==> src/rtl/rv16_mul_pkg.sv <==
// Shared constants and state encoding for the shift-and-add multiplier sequencer.
package rv16_mul_pkg;

    localparam int unsigned DATA       = 16;
    localparam int unsigned MUL_CYCLES = DATA;
    localparam int unsigned CNT_W      = $clog2(DATA);

    typedef enum logic [1:0] {
        IDLE,
        RUN,
        DONE
    } mul_state_t;

endpackage

==> src/rtl/rv16_mul_ctrl.sv <==
// Shift-and-add 16x16 unsigned multiply sequencer. The adder is external and
// driven through the add_* ports so it can later be shared with the ALU.
module rv16_mul_ctrl
    import rv16_mul_pkg::*;
(
    input  logic              clk,
    input  logic              rst,
    input  logic              start,
    input  logic              abort,
    input  logic [DATA-1:0]   op_a,
    input  logic [DATA-1:0]   op_b,
    output logic              busy,
    output logic              done,
    output logic [2*DATA-1:0] product,
    output logic [DATA-1:0]   add_a,
    output logic [DATA-1:0]   add_b,
    output logic              add_cin,
    input  logic [DATA-1:0]   add_sum,
    input  logic              add_cout
);

    mul_state_t        state;
    mul_state_t        state_nxt;
    logic [DATA-1:0]   m;
    logic [DATA-1:0]   hi;
    logic [DATA-1:0]   lo;
    logic [CNT_W-1:0]  cnt;
    logic              last_step;

    assign last_step = (cnt == CNT_W'(MUL_CYCLES - 1));

    assign busy    = (state == RUN);
    assign done    = (state == DONE);
    assign product = {hi, lo};

    // State register.
    always_ff @(posedge clk or posedge rst) begin
        if (rst) begin
            state <= IDLE;
        end else begin
            state <= state_nxt;
        end
    end

    // Next-state selection; abort takes priority over completing the run.
    always_comb begin
        state_nxt = state;
        case (state)
            IDLE:    if (start) state_nxt = RUN;
            RUN: begin
                if (abort)          state_nxt = IDLE;
                else if (last_step) state_nxt = DONE;
            end
            DONE:    state_nxt = IDLE;
            default: state_nxt = IDLE;
        endcase
    end

    // Adder operands; held at zero outside RUN to keep the shared adder quiet.
    always_comb begin
        add_a   = '0;
        add_b   = '0;
        add_cin = 1'b0;
        if (state == RUN) begin
            add_a = hi;
            add_b = lo[0] ? m : '0;
        end
    end

    // Datapath: load on accept, then one add/shift step per RUN cycle.
    // The carry-out re-enters at the top of HI, so the accumulator never overflows.
    always_ff @(posedge clk or posedge rst) begin
        if (rst) begin
            m   <= '0;
            hi  <= '0;
            lo  <= '0;
            cnt <= '0;
        end else begin
            case (state)
                IDLE: begin
                    if (start) begin
                        m   <= op_a;
                        hi  <= '0;
                        lo  <= op_b;
                        cnt <= '0;
                    end
                end
                RUN: begin
                    if (abort) begin
                        hi <= '0;
                        lo <= '0;
                    end else begin
                        hi  <= {add_cout, add_sum[DATA-1:1]};
                        lo  <= {add_sum[0], lo[DATA-1:1]};
                        cnt <= cnt + 1'b1;
                    end
                end
                default: ;
            endcase
        end
    end

endmodule
==> config.mk <==
export PLATFORM = sky130hd
export DESIGN_NAME = rv16_mul_ctrl
export DESIGN_NICKNAME = d
export VERILOG_FILES = /design/src/rtl/rv16_mul_pkg.sv /design/src/rtl/rv16_mul_ctrl.sv
export SDC_FILE = /design/constraint.sdc
export NUM_CORES = 1
export LEC_CHECK = 0
export BUFFER_PORTS_ARGS = -buffer_cell sky130_fd_sc_hd__buf_2
export CORE_MARGIN = 4
export CORE_UTILIZATION = 47
export CTS_BUF_LIST = sky130_fd_sc_hd__clkbuf_16
export DETAILED_ROUTE_END_ITERATION = 16
export GPL_ROUTABILITY_DRIVEN = 0
export PLACE_DENSITY = 0.8
export SYNTH_ARGS = -nofsm -noshare
export SYNTH_HDL_FRONTEND = slang
export SYNTH_SLANG_ARGS = --single-unit
==> constraint.sdc <==
create_clock -name clk -period 2.1 [get_ports clk]
set_input_delay 0.525 -clock clk [delete_from_list [all_inputs] [get_ports clk]]
set_output_delay 0.525 -clock clk [all_outputs]
set_load 0.03 [all_outputs]
==> impl_metrics.py, run 1 <==
metrics = {
    "outcome": {
        "outcome": "finished, final reports clean",
    },
    "timing": {
        "max_clock_freq_mhz": 500,
        "period_needed_ns": 2.00,
        "fin_setup_tns_ns": 0,
        "relSlewSlack_pct": 64.4,
        "slew_violations": 0,
        "skew_ns": 0.00497,
        "whs_ns": 0.273,
        "tightest_slew_ns": 0.533,
        "fin_ws_ns": 0.101,
        "hold_violations": 0,
        "fin_crit_sh_pct": 95.2,
        "setup_viol": 0,
    },
    "cts": {
        "clk_path_buf_depth": 2,
        "cts.clk_slew.worst_paths_ns": 0.07,
        "cts-resized-gates": 1,
        "cts_max_level": 2,
        "cts_tree": "yes",
        "cts.sinks": 54,
        "clk_latency_ns": 0.28,
        "cts_setup_buffers": 0,
        "cts-root-buf": "clkbuf_16",
        "ctsHoldBuffers": 0,
        "cts_buffers": 5,
    },
    "floorplan": {
        "start_util_pct": 50.0,
        "die_area_um2": 6830,
        "die_h_um": 82.6,
        "core_um2": 5240,
        "io_pins": 120,
        "num_rows": 26,
        "die_x_um": 82.6,
    },
    "detailed_routing": {
        "drcViolationCount": 0,
        "drtPass1Iterations": 4,
        "drtIter0Drc": 92,
        "wl_per_cell_um": 15.2,
        "avgViaCountPerCell": 5.19,
        "via_count": 2133,
        "wirelength_um": 6240,
        "ant_nets": 0,
    },
    "placement": {
        "port_buffers": 118,
        "dpl.hpwl_um": 4460,
        "placed_cells": 403,
        "dp_slack_ns": 0.276,
    },
    "global_route": {
        "grt_use_total_pct": 18.2,
        "grt_max_degree": 40,
        "grt_pass1_wl_um": 9510,
        "grt_antenna_before_repair": 0,
        "grt_pass1_vias": 2046,
        "grt_overflow_total": 0,
    },
    "setup_path": {
        "required_ns": 1.57,
        "arrival_ns": 1.47,
        "cp_top_family": "simple AND/OR/NAND/NOR gates",
        "worst_setup_path_end_kind": "output pin",
        "crit_type": "reg -> out",
        "critical_path.startpoint_type": "flip-flop",
        "crit_chain": "nand2b_1 > inv_6 > and3_1 > buf_2",
        "cp_max_fo": 34,
        "crit_path_max_incr_delay_ns": 0.37,
        "cp_num_buf_inv": 2,
        "cp_slowest_cell": "dfrtp_1",
        "r2r_slack_ns": 0.52,
    },
    "pwr": {
        "leakagePower_uw": 0.00183,
        "power.total_uw": 3170,
        "powerDensity_nw_per_um2": 925,
        "ir_drop_uv": 463,
    },
    "synth": {
        "synth_top_area_cell": "dfrtp_1",
        "ys_top_cells_by_area": "dfrtp_1, and4bb_2, mux2_2",
        "ys_warn_count": 0,
        "synthFlopType": "dfrtp_1",
        "avgSynthCellArea_um2": 11.5,
        "synth_fp_nets": 281,
        "yosysMostFrequentCell": "dfrtp_1",
        "yosysUniqueCellTypes": 35,
        "ys_ff_latch": 54,
        "syn_area_um2": 2620,
        "synth-async-reset-ratio_pct": 100,
        "synth_edf_count": 0,
        "yosys-top-cells-count": "dfrtp_1, nand2_1",
        "ys_seq_area_share_pct": 51.6,
        "synthCells": 227,
        "synthDominantCellAreaShare_pct": 51.6,
    },
    "layout": {
        "area_growth_pct": 30.8,
        "finalNetCount": 394,
        "antenna_cells": 0,
        "drive_gt1_share_pct": 50.4,
        "fillCellCount": 427,
        "finalNonFillerCells": 411,
    },
    "min_path": {
        "min_path_type": "in -> async",
    },
    "run": {
        "maxCapViolCount": 0,
    },
}
==> cell type report <==
type	count	area, um2	area share, %
clock buffer	5	125	3.65
inverter	4	20.0	0.585
timing repair buffer	127	683	19.9
clock inverter	3	37.5	1.10
sequential	54	1350	39.5
tap	70	87.6	2.56
multi-input combinational	148	1120	32.7
==> cells by family (layout without fill, tap and decap cells) <==
group | Yosys count | in the layout | share of synthesized area (%)
AO/OA/AOI/OAI | 50 | 50 | 12.0
XOR/XNOR | 1 | 1 | 0.335
adder cells (fa/ha/maj) | 1 | 1 | 0.478
buffers and inverters | 25 | 139 | 6.02
flip-flops | 54 | 54 | 51.6
multiplexers | 19 | 19 | 8.27
other | 1 | 1 | 0.143
AND/OR/NAND/NOR | 76 | 76 | 21.1
==> flip-flops by register name (all words and copies together) (netlist names) <==
signal and count:
cnt 4, hi 16, lo 16, m 16
state 2
==> stage by stage <==
stage / utilization, % / area, um2
5_1_grt: 65.4 / 3420
3_5_place_dp: 62.2 / 3260
4_1_cts: 65.3 / 3420
3_3_place_gp: 62.2 / 3260
6_report: 65.4 / 3420
2_1_floorplan: - / 2620
==> path summary, 6_finish.rpt <==
kind	startpoint	endpoint	cells after the start
worst max-delay path	state[1]	add_b[11]	4
worst min-delay path	rst	m[9]	2
worst max register to register	state[0]	cnt[3]	5
worst min register to register	lo[9]	lo[9]	2
max in group asynchronous	rst	cnt[0]	3
min in group clk	add_sum[2]	hi[1]	2
==> layout by cell type, fill, tap and decap left out, drive strengths merged <==
| cell | synthesis | final |
|---|---|---|
| a21o | 1 | 1 |
| a21oi | 16 | 16 |
| a22o | 16 | 16 |
| and2 | 16 | 16 |
| and3 | 16 | 16 |
| and4bb | 16 | 16 |
| buf | 15 | 127 |
| bufinv | 0 | 1 |
| clkbuf | 6 | 5 |
| conb | 1 | 1 |
| dfrtp | 54 | 54 |
| ha | 1 | 1 |
| inv | 4 | 6 |
| mux2 | 18 | 18 |
| mux2i | 1 | 1 |
| nand2 | 17 | 17 |
| nand2b | 1 | 1 |
| nand3 | 1 | 1 |
| nand4 | 1 | 1 |
| nor2 | 3 | 3 |
| nor2b | 1 | 1 |
| nor3b | 2 | 2 |
| nor4b | 1 | 1 |
| nor4bb | 1 | 1 |
| o21ai | 16 | 16 |
| o21bai | 1 | 1 |
| xnor2 | 1 | 1 |
==> routing by layer <==
layer  vias up  global-route usage, %  wire, um
li1       1033                      -         -
met1      1021                   22.3      2630
met2        73                   30.9      3080
met3         6                   5.42       469
met4         0                   5.07        59
met5         -                      0         0
==> power breakdown <==
group          switching, uW  internal, uW
Combinational            580           347
Sequential               123          1220
Clock                    347           554
Note: power is estimated with default switching activity, not from simulation.
==> inputs of run 2 (changes only) <==
CORE_UTILIZATION = 50   (was 47)
PLACE_DENSITY = 0.85   (was 0.8)
clock period = 2.3 ns   (was 2.1 ns; I/O delays follow)
==> run 2 against run 1 <==
Net effect:
- total power shrank 13%
- via count shrank 0.98%
- combinational power shrank 9.6%
- sequential share of layout area grew 0.42 points
- cell count is the same
- clock power shrank 21%
- clock skew shrank 0.0014 ns
- register-to-register slack gained 0.20 ns
==> impl_metrics.py, run 2 (synthesis results as in run 1) <==
metrics = {
    "min_path": {
        "min_path_type": "in -> async",
    },
    "detailed_routing": {
        "top_layer": "met4",
        "drtPass1Iterations": 4,
        "wl_per_cell_um": 14.8,
        "met3_length_um": 491,
        "drtIter0Drc": 66,
        "drcViolationCount": 0,
        "ant_nets": 0,
        "avgViaCountPerCell": 5.14,
        "route.met2.wl_um": 2940,
        "via_count": 2112,
        "wl_met1_um": 2570,
        "wirelength_um": 6100,
    },
    "floorplan": {
        "die_x_um": 80.4,
        "die_area_um2": 6460,
        "num_rows": 26,
        "die_h_um": 80.4,
        "start_util_pct": 51.6,
        "io_pins": 120,
        "core_um2": 5070,
    },
    "setup_path": {
        "startpoint": "state[1]",
        "crit_path_max_incr_delay_ns": 0.38,
        "crit_chain": "nand2b_1 > inv_4 > and3_1 > buf_2",
        "r2r_end": "cnt[3]",
        "cp_max_fo": 34,
        "worst_setup_path_end_kind": "output pin",
        "critical_path.startpoint_type": "flip-flop",
        "r2r_slack_ns": 0.72,
        "endpoint": "add_b[4]",
        "crit_type": "reg -> out",
        "r2r-start": "state[0]",
        "required_ns": 1.73,
        "cp_slowest_cell": "dfrtp_1",
        "worstRegToRegCells": 5,
        "arrival_ns": 1.49,
    },
    "timing": {
        "setup_viol": 0,
        "fin_crit_sh_pct": 89.9,
        "max_clock_freq_mhz": 484,
        "slew_violations": 0,
        "fin_setup_tns_ns": 0,
        "grt_setup_unrepaired": "no",
        "skew_ns": 0.00355,
        "hold_violations": 0,
        "period_needed_ns": 2.07,
        "fin_ws_ns": 0.232,
    },
    "placement": {
        "dpl.hpwl_um": 4420,
        "port_buffers": 118,
        "placed_cells": 403,
        "dp_slack_ns": 0.440,
    },
    "pwr": {
        "powerDensity_nw_per_um2": 818,
        "ir_drop_uv": 435,
        "leakagePower_uw": 0.00181,
    },
    "cts": {
        "clk_latency_ns": 0.28,
        "cts_tree": "yes",
        "cts-root-buf": "clkbuf_16",
        "cts.clk_slew.worst_paths_ns": 0.07,
        "cts_buffers": 5,
        "ctsHoldBuffers": 0,
        "clk_path_buf_depth": 2,
        "cts_max_level": 2,
        "cts.sinks": 54,
    },
    "layout": {
        "drive_gt1_share_pct": 50.7,
        "final_cell_mix": "buf_2, dfrtp_1, nand2_1",
        "area_growth_pct": 29.4,
        "finalNonFillerCells": 411,
        "antenna_cells": 0,
        "finalNetCount": 394,
        "reg_top3": "hi: 16 flops, lo: 16 flops, m: 16 flops",
        "final_common_cell": "buf_2",
    },
    "global_route": {
        "grt_max_degree": 35,
        "grt_overflow_total": 0,
        "grt_pass1_vias": 2099,
        "grt_antenna_before_repair": 0,
        "grt_pass1_wl_um": 9900,
        "grt_use_total_pct": 19.6,
    },
    "outcome": {
        "outcome": "finished, final reports clean",
    },
    "run": {
        "maxCapViolCount": 0,
    },
}
[run 2: through the flow]
stage | total power (uW) | cell area [um2] | utilization, % | hold slack (ns)
after floorplan | 1830 | 2620 | - | 0.472
after detailed placement | 2080 | 3240 | 63.9 | 0.487
after global routing | 2930 | 3390 | 66.8 | 0.353
final | 2770 | 3390 | 66.8 | 0.312
after global placement | 2060 | 3240 | 63.9 | 0.479
after CTS | 2800 | 3390 | 66.7 | 0.324
[run 2: how the worst min path moves through the flow]
stage          endpoint  start  depth (start not counted)  slack (ns)
2_1_floorplan     m[12]  m[12]                          1        0.47
3_3_place_gp      lo[8]  lo[8]                          2        0.48
3_5_place_dp      m[10]  m[10]                          1        0.49
4_1_cts            m[8]    rst                          2        0.32
5_1_grt            m[8]    rst                          2        0.35
6_report           m[8]    rst                          2        0.31
[run 2: where the power goes]
group          switching [uW]  internal [uW]  total (uW)
registers                 111           1110        1220
logic                     526            312         838
clock network             312            397         710
[run 2: worst max-delay path, delay by kind of cell (launching register included)]
family	cells	cell delay (ns)
simple gates	2	0.39
buf+inv	2	0.44
flops	1	0.38
[run 2: final cells by class]
class | instances | area [um2]
clock buffers | 5 | 125
clock inverters | 3 | 16.3
fillers | 415 | 1690
inverters | 4 | 17.5
multi-input cells | 148 | 1120
flip-flops and latches | 54 | 1350
well taps | 70 | 87.6
repair buffers | 127 | 671
[run 2: per-layer routing]
metal	vias up	track usage, %
met3	8	5.16
met5	-	0
li1	1039	-
met1	989	25.1
met2	76	32.5
met4	0	6.08
[run 2: what timing repair did]
action                                  in CTS  in global routing
resized for setup                            0                  2
buffers inserted                             0                  0
endpoints found under the setup margin       0                  4
==> inputs of run 3 (changes only) <==
CORE_UTILIZATION = 42   (was 50)
PLACE_DENSITY = 0.76   (was 0.85)
clock period = 1.7 ns   (was 2.3 ns; I/O delays follow)
==> run 3 against run 2 <==
Net effect:
- the run now ends with negative setup slack left
- flip-flop and latch count unchanged
- critical path depth up 1
- register-to-register slack worse by 0.64 ns
- global-route usage down 0.73 points
- first-iteration DRC count up 61%
- highest routed layer unchanged
- core utilization down 2.5 points
- largest cell class unchanged
- clock power up 58%
- sequential share of layout area down 4.8 points
- clock skew up 0.0019 ns
==> impl_metrics.py, run 3 (synthesis results as in run 1) <==
metrics = {
    "floorplan": {
        "io_pins": 120,
        "die_area_um2": 7560,
        "die_x_um": 86.9,
        "die_h_um": 86.9,
        "core_um2": 5990,
        "num_rows": 28,
        "start_util_pct": 43.7,
    },
    "global_route": {
        "grt_overflow_total": 0,
        "grt_use_total_pct": 18.9,
        "grt_antenna_before_repair": 0,
        "grt_pass1_vias": 2333,
        "grt_max_degree": 45,
        "grt_pass1_wl_um": 11300,
    },
    "setup_path": {
        "crit_path_max_incr_delay_ns": 0.41,
        "arrival_ns": 1.38,
        "crit_type": "reg -> out",
        "cp_max_fo": 9,
        "crit_chain": "nand2b_4 > clkinv_8 > buf_16 > and3_1 > buf_6",
        "critical_path.startpoint_type": "flip-flop",
        "cp_slowest_cell": "dfrtp_1",
        "required_ns": 1.27,
        "worst_setup_path_end_kind": "output pin",
    },
    "placement": {
        "port_buffers": 118,
        "dpl.hpwl_um": 4350,
        "dp_slack_ns": 0.152,
    },
    "cts": {
        "cts_buffers": 5,
        "cts.sinks": 54,
        "clk_latency_ns": 0.29,
        "ctsHoldBuffers": 0,
        "cts.clk_slew.worst_paths_ns": 0.07,
        "cts_max_level": 2,
        "cts_tree": "yes",
        "cts-root-buf": "clkbuf_16",
        "clk_path_buf_depth": 2,
    },
    "pwr": {
        "power.total_uw": 4170,
        "ir_drop_uv": 681,
        "powerDensity_nw_per_um2": 1080,
        "leakagePower_uw": 0.00193,
    },
    "layout": {
        "drive_gt1_share_pct": 57.6,
        "utilization_pct": 64.3,
        "regArea_um2": 1350,
        "reg_top3": "hi: 16 flops, lo: 16 flops, m: 16 flops",
        "fillCellCount": 479,
        "multi_input_area_um2": 1190,
        "area_growth_pct": 47.2,
        "final_cell_mix": "buf_2, dfrtp_1, buf_6",
        "antenna_cells": 0,
        "final_common_cell": "buf_2",
        "finalNetCount": 401,
    },
    "timing": {
        "fin_ws_ns": -0.109,
        "skew_ns": 0.00547,
        "whs_ns": 0.209,
        "setup_viol": 32,
        "hold_violations": 0,
        "fin_setup_tns_ns": -2.38,
        "fin_crit_sh_pct": 106,
        "grt_setup_unrepaired": "yes",
        "slew_violations": 0,
        "max_clock_freq_mhz": 553,
        "period_needed_ns": 1.81,
    },
    "detailed_routing": {
        "drcViolationCount": 0,
        "drtIter0Drc": 106,
        "avgViaCountPerCell": 5.22,
        "ant_nets": 0,
        "drtPass1Iterations": 4,
        "wl_per_cell_um": 16.5,
        "wirelength_um": 6940,
        "via_count": 2203,
    },
    "outcome": {
        "violations": "negative setup slack",
        "outcome": "finished, violations left",
    },
    "run": {
        "maxCapViolCount": 0,
    },
    "min_path": {
        "min_path_type": "in -> async",
    },
}
run 3: cell count changes in the layout (fill, tap and decap cells not counted), sizes merged:
cell,delta
inv,-2
bufinv,+1
buf,+7
run 3: worst max-delay path, delay by kind of cell (launching register included):
kind / cells / cell delay [ns]
DFF: 1 / 0.41
buffers and inverters: 3 / 0.38
and+or+nand+nor: 2 / 0.31
run 3: path summary, 6_finish.rpt:
kind / startpoint / end / slack (ns) / depth (start not counted)
min: rst / m[9] / 0.21 / 3
min in group clk: add_sum[15] / hi[14] / 0.35 / 2
min reg2reg: m[6] / m[6] / 0.50 / 1
max reg2reg: state[0] / cnt[3] / 0.08 / 4
max in group asynchronous: rst / lo[5] / 1.18 / 3
max: state[0] / add_b[2] / -0.11 / 5
run 3: area by class of cell:
class	instances	share of cell area (%)
inverter	4	0.812
multi-input combinational	148	31.0
tap	75	2.44
clock inverter	2	0.877
timing repair buffer	134	26.6
sequential	54	35.1
clock buffer	5	3.25
run 3: repair_timing:
| item | CTS | global route |
|---|---|---|
| setup endpoints to repair | 33 | 34 |
| pin swaps | 2 | 3 |
| cloned | 3 | 0 |
| setup buffers | 3 | 0 |
| gates resized for setup | 88 | 10 |
| endpoints found under the hold margin | 0 | 0 |
run 3: through the flow:
stage	cells	cell area, um2
after floorplan	227	2630
after global placement	410	3320
after detailed placement	410	3320
after CTS	423	3830
after global routing	422	3850
final	422	3850
run 3: layer usage:
metal  track usage [%]  part of all wire, %  up-vias
met2              30.2                   49       71
met1              24.5                   41     1082
met5                 0                    0        -
met3              6.81                  8.3        6
met4              4.67                 0.92        0
li1                  -                    -     1044
run 3: power by group:
group	switching, uW	internal (uW)
sequential	146	1500
combinational	789	612
clock	435	682
total	1370	2800
